## src/rtl/mem_access_if.sv

```systemverilog
// ============================================================================
// Module  : mem_access_if
// Brief   : Execute-stage, data-memory and writeback bundle for mem_access.
// Revision: 1.0
// ============================================================================
`default_nettype none

interface mem_access_if;
  // execute stage
  logic        in_valid;
  logic [31:0] o;
  logic [31:0] b;
  logic [31:0] insn;
  logic [5:0]  aluop;
  logic        dmwe;
  logic        rwe;
  logic        rdst;
  logic        rwd;
  logic        dm_byte;
  logic        stall;
  // data memory
  logic        dm_req;
  logic        dm_we;
  logic [31:0] dm_addr;
  logic [31:0] dm_wdata;
  logic [3:0]  dm_wmask;
  logic        dm_ack;
  logic [31:0] dm_rdata;
  // writeback stage
  logic        wb_valid;
  logic [31:0] wb_o;
  logic [31:0] wb_d;
  logic [31:0] wb_insn;
  logic [5:0]  wb_aluop;
  logic        wb_rwe;
  logic        wb_rdst;
  logic        wb_rwd;
  logic        misalign;

  modport slave (
    input  in_valid, o, b, insn, aluop, dmwe, rwe, rdst, rwd, dm_byte,
    input  dm_ack, dm_rdata,
    output stall, dm_req, dm_we, dm_addr, dm_wdata, dm_wmask,
    output wb_valid, wb_o, wb_d, wb_insn, wb_aluop, wb_rwe, wb_rdst, wb_rwd, misalign
  );

  modport master (
    output in_valid, o, b, insn, aluop, dmwe, rwe, rdst, rwd, dm_byte,
    output dm_ack, dm_rdata,
    input  stall, dm_req, dm_we, dm_addr, dm_wdata, dm_wmask,
    input  wb_valid, wb_o, wb_d, wb_insn, wb_aluop, wb_rwe, wb_rdst, wb_rwd, misalign
  );
endinterface

`default_nettype wire

```

## src/rtl/mem_access.sv

```systemverilog
// ============================================================================
// Module  : mem_access
// Brief   : Memory-access pipeline stage; issues one data-memory request per
//           load/store and stalls upstream until the memory acknowledges.
// Revision: 1.0
// ============================================================================
`default_nettype none

module mem_access (
  input  logic        clk,
  input  logic        rst,
  mem_access_if.slave bus
);

  typedef enum logic [0:0] {
    S_IDLE = 1'b0,
    S_WAIT = 1'b1
  } state_t;

  state_t r_state;
  state_t w_state_nxt;

  logic        r_dm_req;
  logic        r_dm_we;
  logic [31:0] r_dm_addr;
  logic [31:0] r_dm_wdata;
  logic [3:0]  r_dm_wmask;

  // fields of the in-flight memory op, replayed to writeback on completion
  logic [31:0] r_op_o;
  logic [31:0] r_op_insn;
  logic [5:0]  r_op_aluop;
  logic        r_op_rwe;
  logic        r_op_rdst;
  logic        r_op_rwd;
  logic        r_op_byte;

  logic        r_wb_valid;
  logic [31:0] r_wb_o;
  logic [31:0] r_wb_d;
  logic [31:0] r_wb_insn;
  logic [5:0]  r_wb_aluop;
  logic        r_wb_rwe;
  logic        r_wb_rdst;
  logic        r_wb_rwd;
  logic        r_misalign;

  logic        w_idle;
  logic        w_mem_op;
  logic        w_acc_mem;
  logic        w_acc_pass;
  logic        w_done;
  logic        w_misalign;
  logic [31:0] w_wdata;
  logic [3:0]  w_wmask;
  logic [7:0]  w_rbyte;
  logic [31:0] w_done_d;

  assign w_idle     = (r_state == S_IDLE);
  assign w_mem_op   = bus.in_valid & (bus.dmwe | bus.rwd);
  assign w_acc_mem  = w_idle & w_mem_op;
  assign w_acc_pass = w_idle & bus.in_valid & ~w_mem_op;
  assign w_done     = (r_state == S_WAIT) & r_dm_req & bus.dm_ack;

  assign w_misalign = ~bus.dm_byte & (bus.o[1:0] != 2'b00);
  assign w_wdata    = bus.dm_byte ? {4{bus.b[7:0]}} : bus.b;
  assign w_wmask    = bus.dm_byte ? (4'b1000 >> bus.o[1:0]) : 4'b1111;

  // big-endian lane select: byte offset 0 is the most significant byte
  always_comb begin
    w_rbyte = bus.dm_rdata[31:24];
    case (r_op_o[1:0])
      2'b00:   w_rbyte = bus.dm_rdata[31:24];
      2'b01:   w_rbyte = bus.dm_rdata[23:16];
      2'b10:   w_rbyte = bus.dm_rdata[15:8];
      default: w_rbyte = bus.dm_rdata[7:0];
    endcase
  end

  always_comb begin
    w_done_d = 32'h0;
    if (r_op_rwd) begin
      w_done_d = r_op_byte ? {w_rbyte, 24'h0} : bus.dm_rdata;
    end
  end

  always_ff @(posedge clk) begin
    if (rst) begin
      r_state <= S_IDLE;
    end else begin
      r_state <= w_state_nxt;
    end
  end

  always_comb begin
    w_state_nxt = r_state;
    case (r_state)
      S_IDLE:  if (w_mem_op) w_state_nxt = S_WAIT;
      S_WAIT:  if (w_done)   w_state_nxt = S_IDLE;
      default: w_state_nxt = S_IDLE;
    endcase
  end

  always_ff @(posedge clk) begin
    if (rst) begin
      r_dm_req   <= 1'b0;
      r_dm_we    <= 1'b0;
      r_dm_addr  <= 32'h0;
      r_dm_wdata <= 32'h0;
      r_dm_wmask <= 4'h0;
      r_op_o     <= 32'h0;
      r_op_insn  <= 32'h0;
      r_op_aluop <= 6'h0;
      r_op_rwe   <= 1'b0;
      r_op_rdst  <= 1'b0;
      r_op_rwd   <= 1'b0;
      r_op_byte  <= 1'b0;
      r_wb_valid <= 1'b0;
      r_wb_o     <= 32'h0;
      r_wb_d     <= 32'h0;
      r_wb_insn  <= 32'h0;
      r_wb_aluop <= 6'h0;
      r_wb_rwe   <= 1'b0;
      r_wb_rdst  <= 1'b0;
      r_wb_rwd   <= 1'b0;
      r_misalign <= 1'b0;
    end else begin
      r_wb_valid <= 1'b0;
      if (w_acc_pass) begin
        r_wb_valid <= 1'b1;
        r_wb_o     <= bus.o;
        r_wb_d     <= 32'h0;
        r_wb_insn  <= bus.insn;
        r_wb_aluop <= bus.aluop;
        r_wb_rwe   <= bus.rwe;
        r_wb_rdst  <= bus.rdst;
        r_wb_rwd   <= bus.rwd;
        r_misalign <= 1'b0;
      end else if (w_acc_mem) begin
        r_dm_req   <= 1'b1;
        r_dm_we    <= bus.dmwe;
        r_dm_addr  <= {bus.o[31:2], 2'b00};
        r_dm_wdata <= w_wdata;
        r_dm_wmask <= w_wmask;
        r_op_o     <= bus.o;
        r_op_insn  <= bus.insn;
        r_op_aluop <= bus.aluop;
        r_op_rwe   <= bus.rwe;
        r_op_rdst  <= bus.rdst;
        r_op_rwd   <= bus.rwd;
        r_op_byte  <= bus.dm_byte;
        r_misalign <= w_misalign;
      end else if (w_done) begin
        // misalign stays as set at issue so it lines up with this writeback
        r_dm_req   <= 1'b0;
        r_dm_we    <= 1'b0;
        r_wb_valid <= 1'b1;
        r_wb_o     <= r_op_o;
        r_wb_d     <= w_done_d;
        r_wb_insn  <= r_op_insn;
        r_wb_aluop <= r_op_aluop;
        r_wb_rwe   <= r_op_rwe;
        r_wb_rdst  <= r_op_rdst;
        r_wb_rwd   <= r_op_rwd;
      end else if (w_idle) begin
        r_misalign <= 1'b0;
      end
    end
  end

  assign bus.stall    = (r_state == S_WAIT);
  assign bus.dm_req   = r_dm_req;
  assign bus.dm_we    = r_dm_we;
  assign bus.dm_addr  = r_dm_addr;
  assign bus.dm_wdata = r_dm_wdata;
  assign bus.dm_wmask = r_dm_wmask;
  assign bus.wb_valid = r_wb_valid;
  assign bus.wb_o     = r_wb_o;
  assign bus.wb_d     = r_wb_d;
  assign bus.wb_insn  = r_wb_insn;
  assign bus.wb_aluop = r_wb_aluop;
  assign bus.wb_rwe   = r_wb_rwe;
  assign bus.wb_rdst  = r_wb_rdst;
  assign bus.wb_rwd   = r_wb_rwd;
  assign bus.misalign = r_misalign;

endmodule

`default_nettype wire

```

## src/flat_wrapper.sv

```systemverilog
// flat-port wrapper written by rule: the top's interface ports become plain ports
module mem_access_flat 
  (clk, rst, bus_in_valid, bus_o, bus_b, bus_insn, bus_aluop, bus_dmwe, bus_rwe, bus_rdst, bus_rwd, bus_dm_byte, bus_dm_ack, bus_dm_rdata, bus_stall, bus_dm_req, bus_dm_we, bus_dm_addr, bus_dm_wdata, bus_dm_wmask, bus_wb_valid, bus_wb_o, bus_wb_d, bus_wb_insn, bus_wb_aluop, bus_wb_rwe, bus_wb_rdst, bus_wb_rwd, bus_misalign);
  mem_access_if bus_i ();
  input  logic clk;
  input  logic rst;
  input wire logic [$bits(bus_i.in_valid)-1:0] bus_in_valid;
  input wire logic [$bits(bus_i.o)-1:0] bus_o;
  input wire logic [$bits(bus_i.b)-1:0] bus_b;
  input wire logic [$bits(bus_i.insn)-1:0] bus_insn;
  input wire logic [$bits(bus_i.aluop)-1:0] bus_aluop;
  input wire logic [$bits(bus_i.dmwe)-1:0] bus_dmwe;
  input wire logic [$bits(bus_i.rwe)-1:0] bus_rwe;
  input wire logic [$bits(bus_i.rdst)-1:0] bus_rdst;
  input wire logic [$bits(bus_i.rwd)-1:0] bus_rwd;
  input wire logic [$bits(bus_i.dm_byte)-1:0] bus_dm_byte;
  input wire logic [$bits(bus_i.dm_ack)-1:0] bus_dm_ack;
  input wire logic [$bits(bus_i.dm_rdata)-1:0] bus_dm_rdata;
  output wire logic [$bits(bus_i.stall)-1:0] bus_stall;
  output wire logic [$bits(bus_i.dm_req)-1:0] bus_dm_req;
  output wire logic [$bits(bus_i.dm_we)-1:0] bus_dm_we;
  output wire logic [$bits(bus_i.dm_addr)-1:0] bus_dm_addr;
  output wire logic [$bits(bus_i.dm_wdata)-1:0] bus_dm_wdata;
  output wire logic [$bits(bus_i.dm_wmask)-1:0] bus_dm_wmask;
  output wire logic [$bits(bus_i.wb_valid)-1:0] bus_wb_valid;
  output wire logic [$bits(bus_i.wb_o)-1:0] bus_wb_o;
  output wire logic [$bits(bus_i.wb_d)-1:0] bus_wb_d;
  output wire logic [$bits(bus_i.wb_insn)-1:0] bus_wb_insn;
  output wire logic [$bits(bus_i.wb_aluop)-1:0] bus_wb_aluop;
  output wire logic [$bits(bus_i.wb_rwe)-1:0] bus_wb_rwe;
  output wire logic [$bits(bus_i.wb_rdst)-1:0] bus_wb_rdst;
  output wire logic [$bits(bus_i.wb_rwd)-1:0] bus_wb_rwd;
  output wire logic [$bits(bus_i.misalign)-1:0] bus_misalign;
  assign bus_i.in_valid = bus_in_valid;
  assign bus_i.o = bus_o;
  assign bus_i.b = bus_b;
  assign bus_i.insn = bus_insn;
  assign bus_i.aluop = bus_aluop;
  assign bus_i.dmwe = bus_dmwe;
  assign bus_i.rwe = bus_rwe;
  assign bus_i.rdst = bus_rdst;
  assign bus_i.rwd = bus_rwd;
  assign bus_i.dm_byte = bus_dm_byte;
  assign bus_i.dm_ack = bus_dm_ack;
  assign bus_i.dm_rdata = bus_dm_rdata;
  assign bus_stall = bus_i.stall;
  assign bus_dm_req = bus_i.dm_req;
  assign bus_dm_we = bus_i.dm_we;
  assign bus_dm_addr = bus_i.dm_addr;
  assign bus_dm_wdata = bus_i.dm_wdata;
  assign bus_dm_wmask = bus_i.dm_wmask;
  assign bus_wb_valid = bus_i.wb_valid;
  assign bus_wb_o = bus_i.wb_o;
  assign bus_wb_d = bus_i.wb_d;
  assign bus_wb_insn = bus_i.wb_insn;
  assign bus_wb_aluop = bus_i.wb_aluop;
  assign bus_wb_rwe = bus_i.wb_rwe;
  assign bus_wb_rdst = bus_i.wb_rdst;
  assign bus_wb_rwd = bus_i.wb_rwd;
  assign bus_misalign = bus_i.misalign;
  mem_access u_core (.clk(clk), .rst(rst), .bus(bus_i));
endmodule
```

## config.mk

```make
export PLATFORM = sky130hd
export DESIGN_NAME = mem_access_flat
export DESIGN_NICKNAME = d
export VERILOG_FILES = /design/src/rtl/mem_access_if.sv /design/src/rtl/mem_access.sv /design/src/flat_wrapper.sv
export SDC_FILE = /design/constraint.sdc
export NUM_CORES = 1
export LEC_CHECK = 0
export CAP_MARGIN = 20
export CELL_PAD_IN_SITES_DETAIL_PLACEMENT = 1
export CELL_PAD_IN_SITES_GLOBAL_PLACEMENT = 1
export CORE_MARGIN = 2
export CORE_UTILIZATION = 34
export CTS_BUF_LIST = sky130_fd_sc_hd__clkbuf_2
export DETAILED_ROUTE_END_ITERATION = 8
export PLACE_DENSITY_LB_ADDON = 0.1
export SETUP_SLACK_MARGIN = 0.2
export SLEW_MARGIN = 30
export SYNTH_ARGS = -nofsm -noshare
export SYNTH_HDL_FRONTEND = slang
export SYNTH_SLANG_ARGS = --single-unit
```

## constraint.sdc

```tcl
create_clock -name clk -period 2.3 [get_ports clk]
set_clock_uncertainty 0.15 [all_clocks]
set_input_delay 0.23 -clock clk [delete_from_list [all_inputs] [get_ports clk]]
set_output_delay 0.23 -clock clk [all_outputs]
set_load 0.01 [all_outputs]
```

==> flow_summary.json <==
{
  "avgSynthCellArea_um2": 8.97,
  "die_w_um": 170,
  "p_sw_uw": 2680,
  "final_util_pct": 54.0,
  "ff2ff_path_depth": 5,
  "vias_per_cell": 4.91,
  "cts_made_buffers": 60,
  "multiInputGateArea_um2": 4380,
  "async_reset_ff_share_pct": 0,
  "leakagePower_uw": 0.00602,
  "tightest_slew_ns": 0.594,
  "swShare_pct": 30.7,
  "finalSetupViolCount": 0,
  "syn_inst": 1047,
  "internal_power_uw": 6040,
  "overflow": 0,
  "cts_setup_buffers": 0,
  "min_path_cells": 4,
  "io_pins": 321,
  "arrival_ns": 1.55,
  "vias": 9171,
  "regArea_um2": 4410,
  "yosysSeqAreaShare_pct": 46.9,
  "startpoint_type": "flip-flop",
  "endpoint_kind": "output port",
  "powerDensity_nw_per_um2": 597,
  "synth_area_um2": 9390,
  "stdcell_count": 1869,
  "setup_tns_ns": 0,
  "path_cells": "dlygate4sd2_1",
  "fmax_ghz": 0.518,
  "cts_sinks": 220,
  "fin_crit_ns": 1.93,
  "synth_top_area_share_pct": 46.9,
  "clockBufferDepth": 3,
  "grtUsageTotal_pct": 22.3,
  "worstSetupPathType": "flip-flop to output port",
  "drc": 0,
  "maxSlewViolCount": 0,
  "synth_top_cell_by_area": "dfxtp_1",
  "clk_latency_ns": 0.81,
  "slowest_stage": "dfxtp_1",
  "areaGrowthSynthToFinish_pct": 55.4,
  "core_area_um2": 27000,
  "synth.top_cells.by_area": "dfxtp_1 (47%), mux2i_1 (10%), a211oi_2 (9.3%)",
  "num_rows": 60,
  "drt.antenna.violating_nets": 0,
  "htreeDepth": 2,
  "initial_core_util_pct": 34.8,
  "crit_fanout": 5,
  "outcome": "complete, no violations",
  "p_comb_share_pct": 20.6,
  "power_uw": 8710,
  "die_y_um": 170,
  "rsz0062_at_grt": "false",
  "totalWireLength_mm": 33.2,
  "fillers": 3102,
  "synthFlopType": "dfxtp_1",
  "port_buffers": 318,
  "routabilityCongestion": 0.786,
  "grt_pass1_vias": 9696,
  "cp.required_ns": 1.92,
  "dpl.hpwl_mm": 21.0,
  "synth_commonest_cells": "dfxtp_1 (220), nand2_1 (203), a21oi_1 (118), nor2_1 (103), mux2i_1 (96)",
  "yosysMostFrequentCell": "dfxtp_1",
  "grt_max_degree": 104,
  "max_stage_delay_ns": 0.39,
  "grt_pass1_wl_mm": 51.7,
  "firstDrtPassIters": 4,
  "clockPowerShare_pct": 31.6,
  "hold_viol": 0,
  "cp.depth": 1,
  "finalCritPeriodShare_pct": 83.9,
  "cts_tree": "built",
  "final_nets": 1622,
  "antenna_found_initial": 4,
  "clk_pin_slew_worst_paths_ns": 0.10,
  "ys_ff_latch": 220,
  "synth_edf_count": 0,
  "drive_gt1_share_pct": 14.2,
  "cts_root_buffer": "clkbuf_2",
  "drt-initial-drc-count": 442,
  "max_cap_violations": 0,
  "worst-path-buf-inv": 1,
  "die-area_um2": 29000,
  "slew-limit-headroom_pct": 60.4,
  "crit_family": "flip-flops",
  "ys_warn_count": 0,
  "synth.distinct_cells": 30,
  "power_frac_seq_pct": 47.7,
  "hp-class": "input pin to flip-flop",
  "avgRoutedWirePerCell_um": 17.8,
  "dp_cells": 1618,
  "ir_worst_vdd_v": 0.000387
}
[worst paths after layout]
kind                       startpoint             endpoint  slack (ns)
setup / recovery    u_core.bus.dm_req           bus_dm_req        0.37
hold / removal                bus_rwd      u_core.r_op_rwd        0.15
setup reg to reg     u_core.bus.stall  u_core.bus.wb_o[16]        0.39
hold reg to reg   u_core.bus.wb_d[22]  u_core.bus.wb_d[22]        0.30
[metal layers]
metal	vias to the layer above	share of wire, %	track usage [%]
met2	276	48	38.2
met3	77	6.2	6.05
li1	4471	-	-
met4	0	2.9	8.66
met5	-	0	0
met1	4347	43	26.7
[kinds of logic after synthesis]
family,Yosys count,share of synthesized area (%)
and+or+nand+nor,361,15.5
AOI/OAI and AO/OA,236,19.5
DFF,220,46.9
buffers and inverters,125,6.89
muxes,104,11.2
other,1,0.0399
[flip-flops by register name, summed over array words and instances (netlist names), 4 cells and up]
register	flops
u_core.r_op_insn	32
u_core.r_op_o	31
u_core.bus.wb_insn	32
u_core.bus.wb_o	32
u_core.bus.wb_d	32
u_core.r_op_aluop	6
u_core.bus.dm_wmask	4
u_core.bus.wb_aluop	6
u_core.bus.dm_wdata	32
[final cells by class]
type                       instances  share of cell area, %
timing repair buffer             493                   33.2
clock inverter                     9                  0.231
clock buffer                      98                   3.36
tap                              341                   2.92
sequential                       220                   30.2
antenna                            4                 0.0686
inverter                           1                 0.0257
multi-input combinational        703                   30.0
[through the flow]
| stage | hold WS [ns] | cell area (um^2) | setup WS, ns |
|---|---|---|---|
| CTS | 0.0423 | 14600 | 0.0240 |
| detailed placement | 0.295 | 12900 | 0.0535 |
| floorplan | 0.216 | 9400 | 0.532 |
| global placement | 0.289 | 12900 | 0.0669 |
| global route | 0.0867 | 14600 | 0.241 |
| finish | 0.152 | 14600 | 0.369 |
[power by group through the flow]
stage | combinational, uW | clock [uW] | sequential, uW
finish | 1800 | 2760 | 4160
global route | 1950 | 3110 | 4190
CTS | 1800 | 2890 | 4160
detailed placement | 1710 | 0 | 4250
global placement | 1680 | 0 | 4250
floorplan | 788 | 0 | 4290
[worst reg2reg max path, delay by kind of cell, from the launching register on]
kind            cells  cell delay [ns]
simple gates        3             0.77
flops               1             0.39
buf+inv             1             0.28
compound gates      1             0.22
[cells in the final DEF, fill, tap and decap left out, types with 34 or more instances in the layout]
cell type        count
mux2i_1             96
nand3_1             34
dlygate4sd3_1      140
dfxtp_1            218
dlygate4sd2_1      175
clkbuf_2            98
a211oi_2            70
a21oi_1            118
clkdlybuf4s50_1    140
nor2_1             103
nand2_1            203
[what timing repair did]
action                                 4_1_cts  5_1_grt
setup endpoints to repair                  176        1
hold buffers                               140        0
endpoints found under the hold margin      220        0
cloned                                       0        0
gates resized for setup                    178        1
No activity file was read; power rests on OpenSTA's default activity.
